## config.mk

```make
export PLATFORM = sky130hd
export DESIGN_NAME = usart_fifo
export DESIGN_NICKNAME = d
export VERILOG_FILES = /design/src/rtl/usart_fifo.sv
export SDC_FILE = /design/constraint.sdc
export NUM_CORES = 1
export LEC_CHECK = 0
export CORE_MARGIN = 2
export CORE_UTILIZATION = 35
export DETAILED_ROUTE_END_ITERATION = 6
export PLACE_DENSITY = 0.63
export SLEW_MARGIN = 20
export SYNTH_ARGS = -nofsm -noshare
export SYNTH_HDL_FRONTEND = slang
export SYNTH_SLANG_ARGS = --single-unit
export TNS_END_PERCENT = 20
```

## constraint.sdc

```tcl
create_clock -name CLK50M -period 2.8 [get_ports CLK50M]
set_input_delay 0.7 -clock CLK50M [delete_from_list [all_inputs] [get_ports CLK50M]]
set_output_delay 0.7 -clock CLK50M [all_outputs]
set_load 0.02 [all_outputs]
```

## src/rtl/usart_fifo.sv

```systemverilog
// usart_fifo: full-duplex asynchronous serial transceiver with configurable
// data width, parity, stop bits and bit period, and a receive FIFO.
// Everything runs on the CLK50M domain.
//
// Ports
//   CLK50M        system clock, all logic on posedge
//   RST           synchronous reset, active-high
//   DATA_IN       word to transmit
//   n_WR          active-low transmit write request, sampled every cycle
//   TxD           serial out, idle high
//   Tx_RDY        transmitter idle, a write is accepted this cycle
//   RxD           serial in, asynchronous to CLK50M
//   Rx_RDY        receive FIFO non-empty
//   DATA_OUT      receive FIFO head (first-word fall-through)
//   RD            pop the receive FIFO head
//   rdy_clr       clear the sticky error flags
//   PAR_ERR       sticky parity error
//   FRM_ERR       sticky framing error
//   OVR           sticky overrun (word dropped on a full FIFO)
//   n_INT         active-low interrupt, registered
//   tx_state_dbg  transmit FSM state (IDLE=0 START=1 DATA=2 PAR=3 STOP=4)
//   rx_state_dbg  receive FSM state (IDLE=0 START=1 DATA=2 PAR=3 STOP=4 WAIT_HI=5)
//
// Handshakes
//   Write: n_WR is a level request. A cycle with n_WR=0 and Tx_RDY=1 is the
//   accept; DATA_IN is captured on that edge. Requests while Tx_RDY=0 are
//   ignored, so holding n_WR low sends frames back to back.
//   Read: a cycle with RD=1 and Rx_RDY=1 pops the head; DATA_OUT and Rx_RDY
//   reflect the new head after that edge. RD while empty does nothing.
module usart_fifo #(
  parameter int CLKS_PER_BIT = 434,
  parameter int DATA_BITS    = 8,
  parameter int PARITY       = 0,
  parameter int STOP_BITS    = 1,
  parameter int FIFO_DEPTH   = 4
) (
  input  logic                 CLK50M,
  input  logic                 RST,
  input  logic [DATA_BITS-1:0] DATA_IN,
  input  logic                 n_WR,
  output logic                 TxD,
  output logic                 Tx_RDY,
  input  logic                 RxD,
  output logic                 Rx_RDY,
  output logic [DATA_BITS-1:0] DATA_OUT,
  input  logic                 RD,
  input  logic                 rdy_clr,
  output logic                 PAR_ERR,
  output logic                 FRM_ERR,
  output logic                 OVR,
  output logic                 n_INT,
  output logic [2:0]           tx_state_dbg,
  output logic [2:0]           rx_state_dbg
);

  // Counter is wide enough for a two-bit-period stop phase.
  localparam int CW = $clog2(2 * CLKS_PER_BIT);
  localparam int BW = $clog2(DATA_BITS);
  localparam int AW = $clog2(FIFO_DEPTH);

  localparam logic [CW-1:0] BIT_LAST  = CW'(CLKS_PER_BIT - 1);
  localparam logic [CW-1:0] HALF_LAST = CW'(CLKS_PER_BIT / 2 - 1);
  localparam logic [CW-1:0] STOP_LAST = CW'(STOP_BITS * CLKS_PER_BIT - 1);
  localparam logic [BW-1:0] IDX_LAST  = BW'(DATA_BITS - 1);
  localparam logic          PAR_EN    = (PARITY != 0);
  // Parity bit = XOR of data for even parity, inverted for odd parity.
  localparam logic          PAR_ODD   = (PARITY == 1);

  // ---------------------------------------------------------------------------
  // Transmitter
  // ---------------------------------------------------------------------------
  typedef enum logic [2:0] {
    TX_IDLE  = 3'd0,
    TX_START = 3'd1,
    TX_DATA  = 3'd2,
    TX_PAR   = 3'd3,
    TX_STOP  = 3'd4
  } tx_state_t;

  tx_state_t            tx_state;
  logic [CW-1:0]        tx_cnt;
  logic [BW-1:0]        tx_idx;
  logic [DATA_BITS-1:0] tx_shreg;
  logic                 tx_par;

  // TxD and Tx_RDY are registered and change on the same edge as the state.
  always_ff @(posedge CLK50M) begin
    if (RST) begin
      tx_state <= TX_IDLE;
      tx_cnt   <= '0;
      tx_idx   <= '0;
      tx_shreg <= '0;
      tx_par   <= 1'b0;
      TxD      <= 1'b1;
      Tx_RDY   <= 1'b1;
    end else begin
      case (tx_state)
        TX_IDLE: begin
          if (!n_WR) begin
            tx_shreg <= DATA_IN;
            tx_par   <= (^DATA_IN) ^ PAR_ODD;
            tx_cnt   <= '0;
            TxD      <= 1'b0;
            Tx_RDY   <= 1'b0;
            tx_state <= TX_START;
          end
        end
        TX_START: begin
          if (tx_cnt == BIT_LAST) begin
            tx_cnt   <= '0;
            tx_idx   <= '0;
            TxD      <= tx_shreg[0];
            tx_shreg <= tx_shreg >> 1;
            tx_state <= TX_DATA;
          end else begin
            tx_cnt <= tx_cnt + 1'b1;
          end
        end
        TX_DATA: begin
          if (tx_cnt == BIT_LAST) begin
            tx_cnt <= '0;
            if (tx_idx == IDX_LAST) begin
              if (PAR_EN) begin
                TxD      <= tx_par;
                tx_state <= TX_PAR;
              end else begin
                TxD      <= 1'b1;
                tx_state <= TX_STOP;
              end
            end else begin
              tx_idx   <= tx_idx + 1'b1;
              TxD      <= tx_shreg[0];
              tx_shreg <= tx_shreg >> 1;
            end
          end else begin
            tx_cnt <= tx_cnt + 1'b1;
          end
        end
        TX_PAR: begin
          if (tx_cnt == BIT_LAST) begin
            tx_cnt   <= '0;
            TxD      <= 1'b1;
            tx_state <= TX_STOP;
          end else begin
            tx_cnt <= tx_cnt + 1'b1;
          end
        end
        TX_STOP: begin
          if (tx_cnt == STOP_LAST) begin
            tx_cnt   <= '0;
            Tx_RDY   <= 1'b1;
            tx_state <= TX_IDLE;
          end else begin
            tx_cnt <= tx_cnt + 1'b1;
          end
        end
        default: begin
          TxD      <= 1'b1;
          Tx_RDY   <= 1'b1;
          tx_state <= TX_IDLE;
        end
      endcase
    end
  end

  assign tx_state_dbg = tx_state;

  // ---------------------------------------------------------------------------
  // Receiver
  // ---------------------------------------------------------------------------
  typedef enum logic [2:0] {
    RX_IDLE    = 3'd0,
    RX_START   = 3'd1,
    RX_DATA    = 3'd2,
    RX_PAR     = 3'd3,
    RX_STOP    = 3'd4,
    RX_WAIT_HI = 3'd5
  } rx_state_t;

  rx_state_t            rx_state;
  logic                 rx_meta;
  logic                 rx_sync;
  logic [CW-1:0]        rx_cnt;
  logic [BW-1:0]        rx_idx;
  logic [DATA_BITS-1:0] rx_shreg;
  logic                 rx_par_bad;
  logic                 rx_push;   // one-cycle pulse: rx_word is complete
  logic [DATA_BITS-1:0] rx_word;
  logic                 par_ev;
  logic                 frm_ev;

  always_ff @(posedge CLK50M) begin
    if (RST) begin
      rx_meta    <= 1'b1;
      rx_sync    <= 1'b1;
      rx_state   <= RX_IDLE;
      rx_cnt     <= '0;
      rx_idx     <= '0;
      rx_shreg   <= '0;
      rx_par_bad <= 1'b0;
      rx_push    <= 1'b0;
      rx_word    <= '0;
      par_ev     <= 1'b0;
      frm_ev     <= 1'b0;
    end else begin
      rx_meta <= RxD;
      rx_sync <= rx_meta;
      rx_push <= 1'b0;
      par_ev  <= 1'b0;
      frm_ev  <= 1'b0;
      case (rx_state)
        RX_IDLE: begin
          if (!rx_sync) begin
            rx_cnt   <= '0;
            rx_state <= RX_START;
          end
        end
        RX_START: begin
          // Half a bit in: still low means a real start bit, and every
          // later sample lands on a bit centre.
          if (rx_cnt == HALF_LAST) begin
            rx_cnt <= '0;
            if (rx_sync) begin
              rx_state <= RX_IDLE;
            end else begin
              rx_idx     <= '0;
              rx_par_bad <= 1'b0;
              rx_state   <= RX_DATA;
            end
          end else begin
            rx_cnt <= rx_cnt + 1'b1;
          end
        end
        RX_DATA: begin
          if (rx_cnt == BIT_LAST) begin
            rx_cnt   <= '0;
            rx_shreg <= {rx_sync, rx_shreg[DATA_BITS-1:1]};
            if (rx_idx == IDX_LAST) begin
              rx_state <= PAR_EN ? RX_PAR : RX_STOP;
            end else begin
              rx_idx <= rx_idx + 1'b1;
            end
          end else begin
            rx_cnt <= rx_cnt + 1'b1;
          end
        end
        RX_PAR: begin
          if (rx_cnt == BIT_LAST) begin
            rx_cnt     <= '0;
            rx_par_bad <= rx_sync != ((^rx_shreg) ^ PAR_ODD);
            rx_state   <= RX_STOP;
          end else begin
            rx_cnt <= rx_cnt + 1'b1;
          end
        end
        RX_STOP: begin
          // The word is delivered even when damaged; the flags say so.
          if (rx_cnt == BIT_LAST) begin
            rx_cnt   <= '0;
            rx_push  <= 1'b1;
            rx_word  <= rx_shreg;
            par_ev   <= rx_par_bad;
            frm_ev   <= !rx_sync;
            rx_state <= rx_sync ? RX_IDLE : RX_WAIT_HI;
          end else begin
            rx_cnt <= rx_cnt + 1'b1;
          end
        end
        RX_WAIT_HI: begin
          // A break holds the line low; wait for it to release before
          // looking for the next start bit.
          if (rx_sync) begin
            rx_state <= RX_IDLE;
          end
        end
        default: rx_state <= RX_IDLE;
      endcase
    end
  end

  assign rx_state_dbg = rx_state;

  // ---------------------------------------------------------------------------
  // Receive FIFO
  // ---------------------------------------------------------------------------
  logic [DATA_BITS-1:0] mem [FIFO_DEPTH];
  logic [AW:0]          wr_ptr;
  logic [AW:0]          rd_ptr;
  logic [AW:0]          rd_next;
  logic                 fifo_empty;
  logic                 fifo_full;
  logic                 do_pop;
  logic                 do_push;
  logic                 ovr_ev;
  logic [DATA_BITS-1:0] head_next;

  assign rd_next    = rd_ptr + 1'b1;
  assign fifo_empty = (wr_ptr == rd_ptr);
  assign fifo_full  = (wr_ptr[AW] != rd_ptr[AW]) &&
                      (wr_ptr[AW-1:0] == rd_ptr[AW-1:0]);
  assign do_pop     = RD && !fifo_empty;
  // A pop in the same cycle frees the slot, so a full FIFO still accepts.
  assign do_push    = rx_push && (!fifo_full || do_pop);
  assign ovr_ev     = rx_push && fifo_full && !do_pop;
  assign Rx_RDY     = !fifo_empty;

  // DATA_OUT is a register holding the head; it only moves when the head
  // changes, so it keeps the last word once the FIFO drains.
  always_comb begin
    head_next = DATA_OUT;
    if (do_pop) begin
      if (rd_next != wr_ptr) begin
        head_next = mem[rd_next[AW-1:0]];
      end else if (do_push) begin
        head_next = rx_word;
      end
    end else if (fifo_empty && do_push) begin
      head_next = rx_word;
    end
  end

  always_ff @(posedge CLK50M) begin
    if (do_push) begin
      mem[wr_ptr[AW-1:0]] <= rx_word;
    end
  end

  always_ff @(posedge CLK50M) begin
    if (RST) begin
      wr_ptr   <= '0;
      rd_ptr   <= '0;
      DATA_OUT <= '0;
    end else begin
      if (do_push) begin
        wr_ptr <= wr_ptr + 1'b1;
      end
      if (do_pop) begin
        rd_ptr <= rd_next;
      end
      DATA_OUT <= head_next;
    end
  end

  // ---------------------------------------------------------------------------
  // Sticky flags and interrupt; a new event beats a simultaneous clear.
  // ---------------------------------------------------------------------------
  always_ff @(posedge CLK50M) begin
    if (RST) begin
      PAR_ERR <= 1'b0;
      FRM_ERR <= 1'b0;
      OVR     <= 1'b0;
      n_INT   <= 1'b1;
    end else begin
      PAR_ERR <= (PAR_ERR && !rdy_clr) || par_ev;
      FRM_ERR <= (FRM_ERR && !rdy_clr) || frm_ev;
      OVR     <= (OVR && !rdy_clr) || ovr_ev;
      n_INT   <= !(Rx_RDY || PAR_ERR || FRM_ERR || OVR);
    end
  end

endmodule

```

# After elaboration in Yosys (flattened, before gate mapping)
# Memories as Yosys holds them, arrays and structs flattened.
# Cells that the tools add are included.
[word_totals]
latchBits = 0
rom_bits = 0
output_inout_bits = 21
wordCells = 176
register_bits = 82
mem_count = 1
mem_bits_rw = 32
[mem_list]
columns = ["memory", "depth", "word_bits", "rd", "rd_clocked_by_memory_dff", "write_ports", "line_no", "rtl"]
rows = [
  ["mem", 4, 8, 1, 0, 1, "286", "logic [DATA_BITS-1:0] mem [FIFO_DEPTH];"],
]
[classes]
n_shift = 0
bitwise = 4
n_mux = 55
n_addsub = 6
n_lt_le_gt_ge = 0
n_div = 0
n_mul = 0
eq_ne = 36
reduce_logical = 50
[op_table]
columns = ["op", "n"]
rows = [
  ["two-way mux 8 bit", 8],
  ["two-way mux 3 bit", 20],
  ["two-way mux 10 bit", 5],
  ["inequality test 2 bit (second input constant)", 16],
  ["one-hot mux 10 bit (3 select lines)", 1],
  ["one-hot mux 8 bit (3 select lines)", 1],
  ["adder 10 x 1 -> 10 bit (second input constant)", 2],
  ["equality test 10 x 9 -> 1 bit (second input constant)", 2],
  ["one-hot mux 10 bit (2 select lines)", 1],
  ["one-hot mux 3 bit (6 select lines)", 1],
  ["equality test 3 bit (second input constant)", 5],
  ["one-hot mux 3 bit (5 select lines)", 1],
  ["AND reduction 5 bit", 3],
  ["adder 3 x 1 -> 3 bit (second input constant)", 4],
  ["equality test 3 x 2 -> 1 bit (second input constant)", 4],
  ["one-hot mux 3 bit (2 select lines)", 2],
  ["two-way mux 1 bit", 11],
  ["equality test 10 x 8 -> 1 bit (second input constant)", 1],
  ["AND reduction 2 bit", 5],
  ["nonzero test 2 bit", 5],
  ["logical AND 1 bit", 9],
  ["OR reduction 3 bit", 3],
  ["AND reduction 4 bit", 2],
  ["XOR reduction 8 bit", 1],
  ["20 further kinds", 38],
]

# Logic depth before layout (Yosys ltp)
# Gate-level depths: netlist of run 1.
[logic_depth]
ltp_word = 8
depth_mapped = 8
ltp_nobuf = 7

# Least setup slack after synthesis of run 1
# No wires, ideal clock.
[synth_path]
path_type = "input -> register"
from = "input RD"
to = "register DATA_OUT[0]"
stages = 5
path_slack_ns = 0.690
arrival_ns = 2.029
path_buffers = 1
setup_ns = 0.080
path_cell_list = "clkbuf_1 o41a_1 a31oi_4 nor2_2 a211oi_2"
[synth_via]
elab_chain_cells = 6
word_cells_on_any_way = 8
classes_between = "eq/ne (1); mux (1); reduce/logical (6)"
[synth_lines]
columns = ["element", "line_no", "rtl"]
rows = [
  ["start, declared", "46", "input logic RD,"],
  ["logical AND 1 bit (*)", "301", "assign do_pop = RD && !fifo_empty;"],
  ["logical OR 1 bit", "303", "assign do_push = rx_push && (!fifo_full || do_pop);"],
  ["logical AND 1 bit", "303", ""],
  ["logical AND 1 bit", "317", "end else if (fifo_empty && do_push) begin"],
  ["nonzero test 2 bit (no source line)", "n/a", ""],
  ["AND reduction 2 bit (no source line)", "n/a", ""],
  ["end signal, assigned", "340", "DATA_OUT <= head_next;"],
  ["end, declared", "45", "output logic [DATA_BITS-1:0] DATA_OUT,"],
]
# Every way passes the cells marked *; elsewhere a longest branch is shown, timed or not.
# A chain may end at the register's enable or synchronous reset.

# Worst setup path in the final report of run 1
[layout_path]
from = "register rd_ptr[0]"
to = "output Rx_RDY"
[layout_via]
elab_chain_cells = 2
[layout_lines]
columns = ["element", "line_no", "rtl"]
rows = [
  ["start, declared", "288", "logic [AW:0] rd_ptr;"],
  ["start signal, assigned", "338", "rd_ptr <= rd_next;"],
  ["equality test 3 bit", "298", "assign fifo_empty = (wr_ptr == rd_ptr);"],
  ["zero test 1 bit", "305", "assign Rx_RDY = !fifo_empty;"],
  ["end, declared", "44", "output logic Rx_RDY,"],
]
# No other way between the ends.

==> impl_metrics.py, run 1 <==
metrics = {
    "sta": {
        "rsz0062_at_grt": "false",
        "period_minus_slack_ps": 2574,
        "final-setup-viol-count": 0,
        "post-route-period-util_pct": 91.92,
        "worst_slew_pin_slew_ps": 760.6,
        "tns_ps": 0,
        "max_freq_ghz": 0.3885,
        "holdWs_ps": 403.9,
        "finalHoldViolations": 0,
        "worst_clock_skew_ps": 7.666,
        "max_slew_margin_pct": 49.06,
        "drv_slew": 0,
    },
    "finish": {
        "multi_input_area_um2": 2495,
        "nets": 548,
        "diodes": 0,
        "drive_gt1_share_pct": 14.26,
        "final_area_um2": 6404,
        "area_delta_synth_final_pct": 22.26,
        "regArea_um2": 2603,
        "fin_util_pct": 43.89,
        "stdcell_count": 717,
        "nFillCells": 1344,
    },
    "hold_path": {
        "min_to": "rx_sync$_SDFF_PP1_",
        "worstHoldPathCells": 1,
        "hold_start": "rx_meta$_SDFF_PP1_",
        "worstHoldPathType": "reg2reg",
    },
    "logic_synthesis": {
        "syn_nets": 510,
        "syn_area_per_cell_um2": 10.87,
        "async_flop_share_pct": 0,
        "ys_warn_count": 0,
        "ys_seq_elements": 114,
        "synthCells": 482,
        "synth.yosys.seq_area_share_pct": 49.69,
        "synth_edf_count": 32,
        "synthesis.area_um2": 5238,
        "ys_types": 63,
        "synth_flop_cell": "dfxtp_1",
    },
    "pwr": {
        "power_leakage_uw": 0.002403,
        "p_sw_uw": 839.0,
        "power_frac_seq_pct": 41.0,
        "p_per_area_nw_per_um2": 659.0,
        "power_frac_comb_pct": 3.9,
        "ir_worst_vdd_v": 0.0004365,
        "p_clk_share_pct": 55.1,
        "switching_share_pct": 19.88,
        "power.internal_uw": 3381,
    },
    "clocking": {
        "cts_tree": "yes",
        "cts_root_buf": "clkbuf_16",
        "cts-htree-levels": 4,
        "clk_latency_ps": 410,
        "numCtsBuffers": 17,
        "clock-sinks": 114,
        "cts_max_path_buffers": 2,
        "cts_resized": 0,
        "cts_setup_buffers": 0,
        "clk_pin_slew_ps": 50,
        "hold_buffers": 0,
    },
    "setup_path": {
        "crit_path_max_fanout": 11,
        "path_cells": "buf_4 > xnor2_1 > nand3_1 > clkdlybuf4s50_1",
        "path_class": "reg2out",
        "slowest_delay_ps": 570,
        "reg2reg_to": "rx_cnt[8]$_SDFFE_PP0P_",
        "worstPathRequired_ps": 2100,
        "cp-start-kind": "register",
        "path_buf_inv": 2,
        "cp_slowest_cell": "clkdlybuf4s50_1",
        "cp-end-kind": "output pin",
        "crit_family": "buffers and inverters",
        "critPathArrivalTime_ps": 1870,
        "reg2reg_depth": 7,
        "r2r-start": "rx_cnt[0]$_SDFFE_PP0P_",
        "r2r_setup_slack_ps": 340,
    },
    "detailed_routing": {
        "dr.pass1.iters": 4,
        "wl_per_cell_um": 14.44,
        "route.vias.total": 3636,
        "drt_iter0_markers": 226,
        "drcViolationCount": 0,
        "routed_wl_um": 10350,
        "routed_via_density": 5.071,
        "drtAntennaViolNets": 0,
    },
    "die": {
        "die_h_um": 126.3,
        "num_io_pins": 35,
        "design.core.area_um2": 14590,
        "initial_utilization_pct": 35.90,
        "die_w_um": 126.3,
        "rows": 44,
        "dieArea_um2": 15960,
    },
    "placement": {
        "numPortBuffers": 34,
        "hpwl_um": 6917,
        "place_area_um2": 5769,
        "placed_cells": 685,
        "place_congestion": 0.7945,
    },
    "global_route": {
        "grt_pass1_vias": 3550,
        "antenna_found_initial": 0,
        "overflow": 0,
        "grt_pass1_wl_um": 17420,
        "grt_max_degree": 55,
        "track_usage_pct": 13.79,
    },
    "flow_run": {
        "max_cap_violations": 0,
    },
    "status": {
        "status": "finished clean",
    },
}
-- layer usage --
metal  vias to the layer above  wire (um)  share of wire, %  track usage (%)
li1                       1832          -                 -                -
met1                      1737       5059                49            18.00
met2                        59       4774                46            21.16
met3                         8        411               4.0            4.935
met4                         0        107               1.0            5.042
met5                         -          0                 0                0
-- synth_stat cells (5+ instances only) --
master / instances / share of area [%]
inv_1: 11 / 0.79
a211oi_2: 8 / 1.9
a21oi_1: 20 / 1.9
mux2i_1: 38 / 7.3
o21ba_2: 8 / 1.5
mux4_2: 8 / 3.4
clkbuf_1: 14 / 1.0
nor3b_1: 7 / 1.0
nor3_1: 8 / 0.76
edfxtp_1: 32 / 18
xnor2_1: 19 / 3.2
ha_1: 14 / 3.3
nor2_1: 68 / 4.9
nand3_1: 17 / 1.6
dfxtp_1: 82 / 31
a211oi_1: 10 / 1.4
a31oi_1: 6 / 0.72
nand2_1: 25 / 1.8
and2_1: 5 / 0.60
xor2_1: 7 / 1.2
o21ai_0: 8 / 0.76
-- power groups by stage --
| stage | clock [uW] | sequential [uW] | combinational, uW |
|---|---|---|---|
| floorplan | 0 | 1760 | 108 |
| global placement | 0 | 1760 | 161 |
| detailed placement | 0 | 1760 | 164 |
| CTS | 2370 | 1730 | 165 |
| global route | 2450 | 1730 | 181 |
| finish | 2330 | 1730 | 163 |
-- state kept, by name, indices dropped and copies added, names as in the netlist, 3 cells and up --
| register | count |
|---|---|
| rx_cnt | 10 |
| wr_ptr | 3 |
| rd_ptr | 3 |
| rx_word | 8 |
| tx_idx | 3 |
| rx_shreg | 8 |
| tx_cnt | 10 |
| rx_state_dbg | 3 |
| tx_shreg | 8 |
| DATA_OUT | 8 |
| mem | 32 |
| tx_state_dbg | 3 |
| rx_idx | 3 |
-- layout by cell type, fill, tap and decap left out, types with 2 or more instances in the layout --
master | netlist | layout
dfxtp_1 | 82 | 82
nor2_1 | 68 | 68
mux2i_1 | 38 | 38
clkdlybuf4s50_1 | 0 | 33
edfxtp_1 | 32 | 32
nand2_1 | 25 | 25
a21oi_1 | 20 | 20
xnor2_1 | 19 | 19
nand3_1 | 17 | 17
clkbuf_16 | 0 | 17
ha_1 | 14 | 14
inv_1 | 11 | 11
a211oi_1 | 10 | 10
o21ai_0 | 8 | 8
nor3_1 | 8 | 8
mux4_2 | 8 | 8
o21ba_2 | 8 | 8
a211oi_2 | 8 | 8
xor2_1 | 7 | 7
nor3b_1 | 7 | 7
a31oi_1 | 6 | 6
buf_4 | 1 | 6
and2_1 | 5 | 5
bufinv_16 | 0 | 5
a22oi_1 | 4 | 4
or2_2 | 4 | 4
and3_1 | 4 | 4
clkinv_2 | 0 | 4
nand4_1 | 3 | 3
nor2b_1 | 3 | 3
a311oi_1 | 3 | 3
nand3b_1 | 3 | 3
clkbuf_1 | 14 | 3
nor4b_1 | 2 | 2
nand4b_1 | 2 | 2
or3b_1 | 2 | 2
xnor3_1 | 2 | 2
-- metrics by stage --
| step | total power, uW | setup slack (ps) |
|---|---|---|
| 2_1_floorplan | 1869 | 690.2 |
| 3_3_place_gp | 1924 | 337.1 |
| 3_5_place_dp | 1928 | 250.1 |
| 4_1_cts | 4269 | 180.4 |
| 5_1_grt | 4361 | 95.07 |
| 6_report | 4220 | 226.3 |
-- cell type report --
type,count,area share [%]
tap,184,3.595
clock inverter,11,2.872
inverter,11,0.6448
timing repair buffer,41,6.252
sequential,114,40.64
multi-input combinational,335,38.96
clock buffer,21,7.034
-- cells by family (layout without fill, tap and decap cells) --
| family | Yosys count | count (layout) | synth area share [%] |
|---|---|---|---|
| DFF | 114 | 114 | 49.69 |
| muxes | 46 | 46 | 10.70 |
| and+or+nand+nor | 162 | 162 | 15.53 |
| AOI/OAI and AO/OA | 85 | 85 | 12.85 |
| xor gates and xnor gates | 28 | 28 | 5.208 |
| adders and majority gates | 14 | 14 | 3.345 |
| buffers and inverters | 33 | 84 | 2.676 |
-- worst max-delay path by stage --
stage | startpoint | endpoint | slack, ps | cells past startpoint
after floorplan | RD | DATA_OUT[0]$_SDFFE_PP0P_ | 690 | 5
after global routing | rd_ptr[0]$_SDFFE_PP0N_ | Rx_RDY | 100 | 4
final | rd_ptr[0]$_SDFFE_PP0N_ | Rx_RDY | 230 | 4
after global placement | RD | DATA_OUT[6]$_SDFFE_PP0P_ | 340 | 5
after CTS | rd_ptr[0]$_SDFFE_PP0N_ | Rx_RDY | 180 | 4
after detailed placement | RD | DATA_OUT[5]$_SDFFE_PP0P_ | 250 | 5
(Power assumes the default switching activity.)
==> run 2: changes to the inputs <==
Settings changed: CAP_MARGIN set to 20, CORE_UTILIZATION 35 to 59, PLACE_DENSITY 0.63 to 0.91.
==> run 2 against run 1 <==
Effect of this change: die area shrank 40%; clock power down 11%; final cell count fell by 11%; non-clock buffer count stayed put; clock skew hardly changed; global-route usage up 12 points; total power down 5.9%.
==> impl_metrics.py, run 2 (same netlist as run 1, synthesis figures left out) <==
metrics = {
    "status": {
        "status": "finished clean",
    },
    "clocking": {
        "numCtsBuffers": 17,
        "clk_pin_slew_ps": 50,
        "cts_root_buf": "clkbuf_8",
        "cts_tree": "yes",
        "cts_setup_buffers": 0,
        "hold_buffers": 0,
        "clk_latency_ps": 520,
        "cts-htree-levels": 4,
        "clock-sinks": 114,
        "cts_resized": 0,
        "cts_max_path_buffers": 2,
    },
    "detailed_routing": {
        "dr.pass1.iters": 6,
        "drcViolationCount": 0,
        "routed_via_density": 6.137,
        "wl_per_cell_um": 18.45,
        "drt_iter0_markers": 244,
        "routed_wl_um": 11830,
        "drtAntennaViolNets": 0,
        "route.vias.total": 3934,
    },
    "placement": {
        "dpl_worst_slack_ps": 246.3,
        "hpwl_um": 7285,
        "place_congestion": 0.8134,
        "numPortBuffers": 34,
    },
    "pwr": {
        "p_per_area_nw_per_um2": 636.8,
        "p_sw_uw": 849.8,
        "p_total_uw": 3973,
        "power_frac_seq_pct": 43.6,
        "power.internal_uw": 3123,
        "switching_share_pct": 21.39,
        "p_clk_share_pct": 52.3,
        "ir_worst_vdd_v": 0.0004029,
        "power_leakage_uw": 0.002370,
        "power_frac_comb_pct": 4.1,
    },
    "sta": {
        "rsz0062_at_grt": "false",
        "final-setup-viol-count": 0,
        "max_slew_margin_pct": 42.26,
        "setup_slack_ps": 71.52,
        "worst_clock_skew_ps": 7.923,
        "post-route-period-util_pct": 97.45,
        "finalHoldViolations": 0,
        "max_freq_ghz": 0.3665,
        "worst_slew_pin_slew_ps": 862.1,
        "period_minus_slack_ps": 2728,
        "tns_ps": 0,
        "drv_slew": 0,
    },
    "setup_path": {
        "reg2reg_depth": 6,
        "critPathArrivalTime_ps": 2030,
        "critical_path.startpoint": "wr_ptr[1]$_SDFFE_PP0P_",
        "path_class": "reg2out",
        "cp-end-kind": "output pin",
        "crit_path_max_fanout": 6,
        "worstPathRequired_ps": 2100,
        "r2r-start": "tx_cnt[0]$_SDFFE_PP0P_",
        "cp-start-kind": "register",
    },
    "flow_run": {
        "max_cap_violations": 0,
    },
    "hold_path": {
        "hold_start": "rx_meta$_SDFF_PP1_",
        "worstHoldPathType": "reg2reg",
        "worstHoldPathCells": 1,
    },
    "finish": {
        "final_cell_mix": "dfxtp_1, nor2_1, mux2i_1",
        "drive_gt1_share_pct": 14.45,
        "final_common_cell": "dfxtp_1",
        "nets": 548,
        "largest_reg_flops": 32,
        "diodes": 0,
        "area_delta_synth_final_pct": 19.11,
    },
    "global_route": {
        "track_usage_pct": 25.35,
        "grt_pass1_vias": 3787,
        "grt_pass1_wl_um": 19150,
        "grt_max_degree": 29,
        "antenna_found_initial": 0,
        "overflow": 0,
    },
    "die": {
        "dieArea_um2": 9647,
        "die_w_um": 98.22,
        "initial_utilization_pct": 60.35,
        "num_io_pins": 35,
        "rows": 34,
        "design.core.area_um2": 8678,
        "die_h_um": 98.22,
    },
}
[run 2: critical path, cell delays in order (launching register included)]
cell             delay (ps)
dfxtp_1                 510
xnor2_1                 210
nand3_1                 180
clkdlybuf4s50_1         610
[run 2: power by group through the flow]
stage               logic (uW)  registers, uW  clock network (uW)
finish                     163           1730                2080
global route               179           1730                2160
detailed placement         158           1760                   0
CTS                        161           1730                2080
global placement           153           1760                   0
floorplan                  108           1760                   0
[run 2: layout make-up]
cell class,count,area [um^2]
multi-input combinational,335,2506
tap,108,135.1
sequential,114,2603
clock buffer,20,425.4
clock inverter,12,140.1
inverter,11,41.29
timing repair buffer,41,387.9
fill,541,2440
[run 2: metal layers]
layer,wire [um],up-vias,GRT usage (%)
met5,0,-,0
met4,173,0,9.273
met3,597,23,6.228
met2,6103,137,43.62
met1,4953,1940,31.06
li1,-,1834,-
[run 2: worst paths after layout]
| path | endpoint | slack, ps |
|---|---|---|
| worst max register to register | tx_shreg[6]$_SDFFE_PP0P_ | 230 |
| worst min-delay path | rx_sync$_SDFF_PP1_ | 410 |
| worst max-delay path | Rx_RDY | 70 |
| worst min register to register | rx_sync$_SDFF_PP1_ | 410 |
[run 2: through the flow]
stage	hold slack [ps]	area [um^2]	utilization (%)	instances
after floorplan	389.5	5238	-	482
after global placement	391.6	5662	65.24	609
after detailed placement	400.2	5662	65.24	609
after CTS	412.8	6227	71.76	641
after global routing	418.8	6238	71.89	641
final	408.2	6238	71.89	641
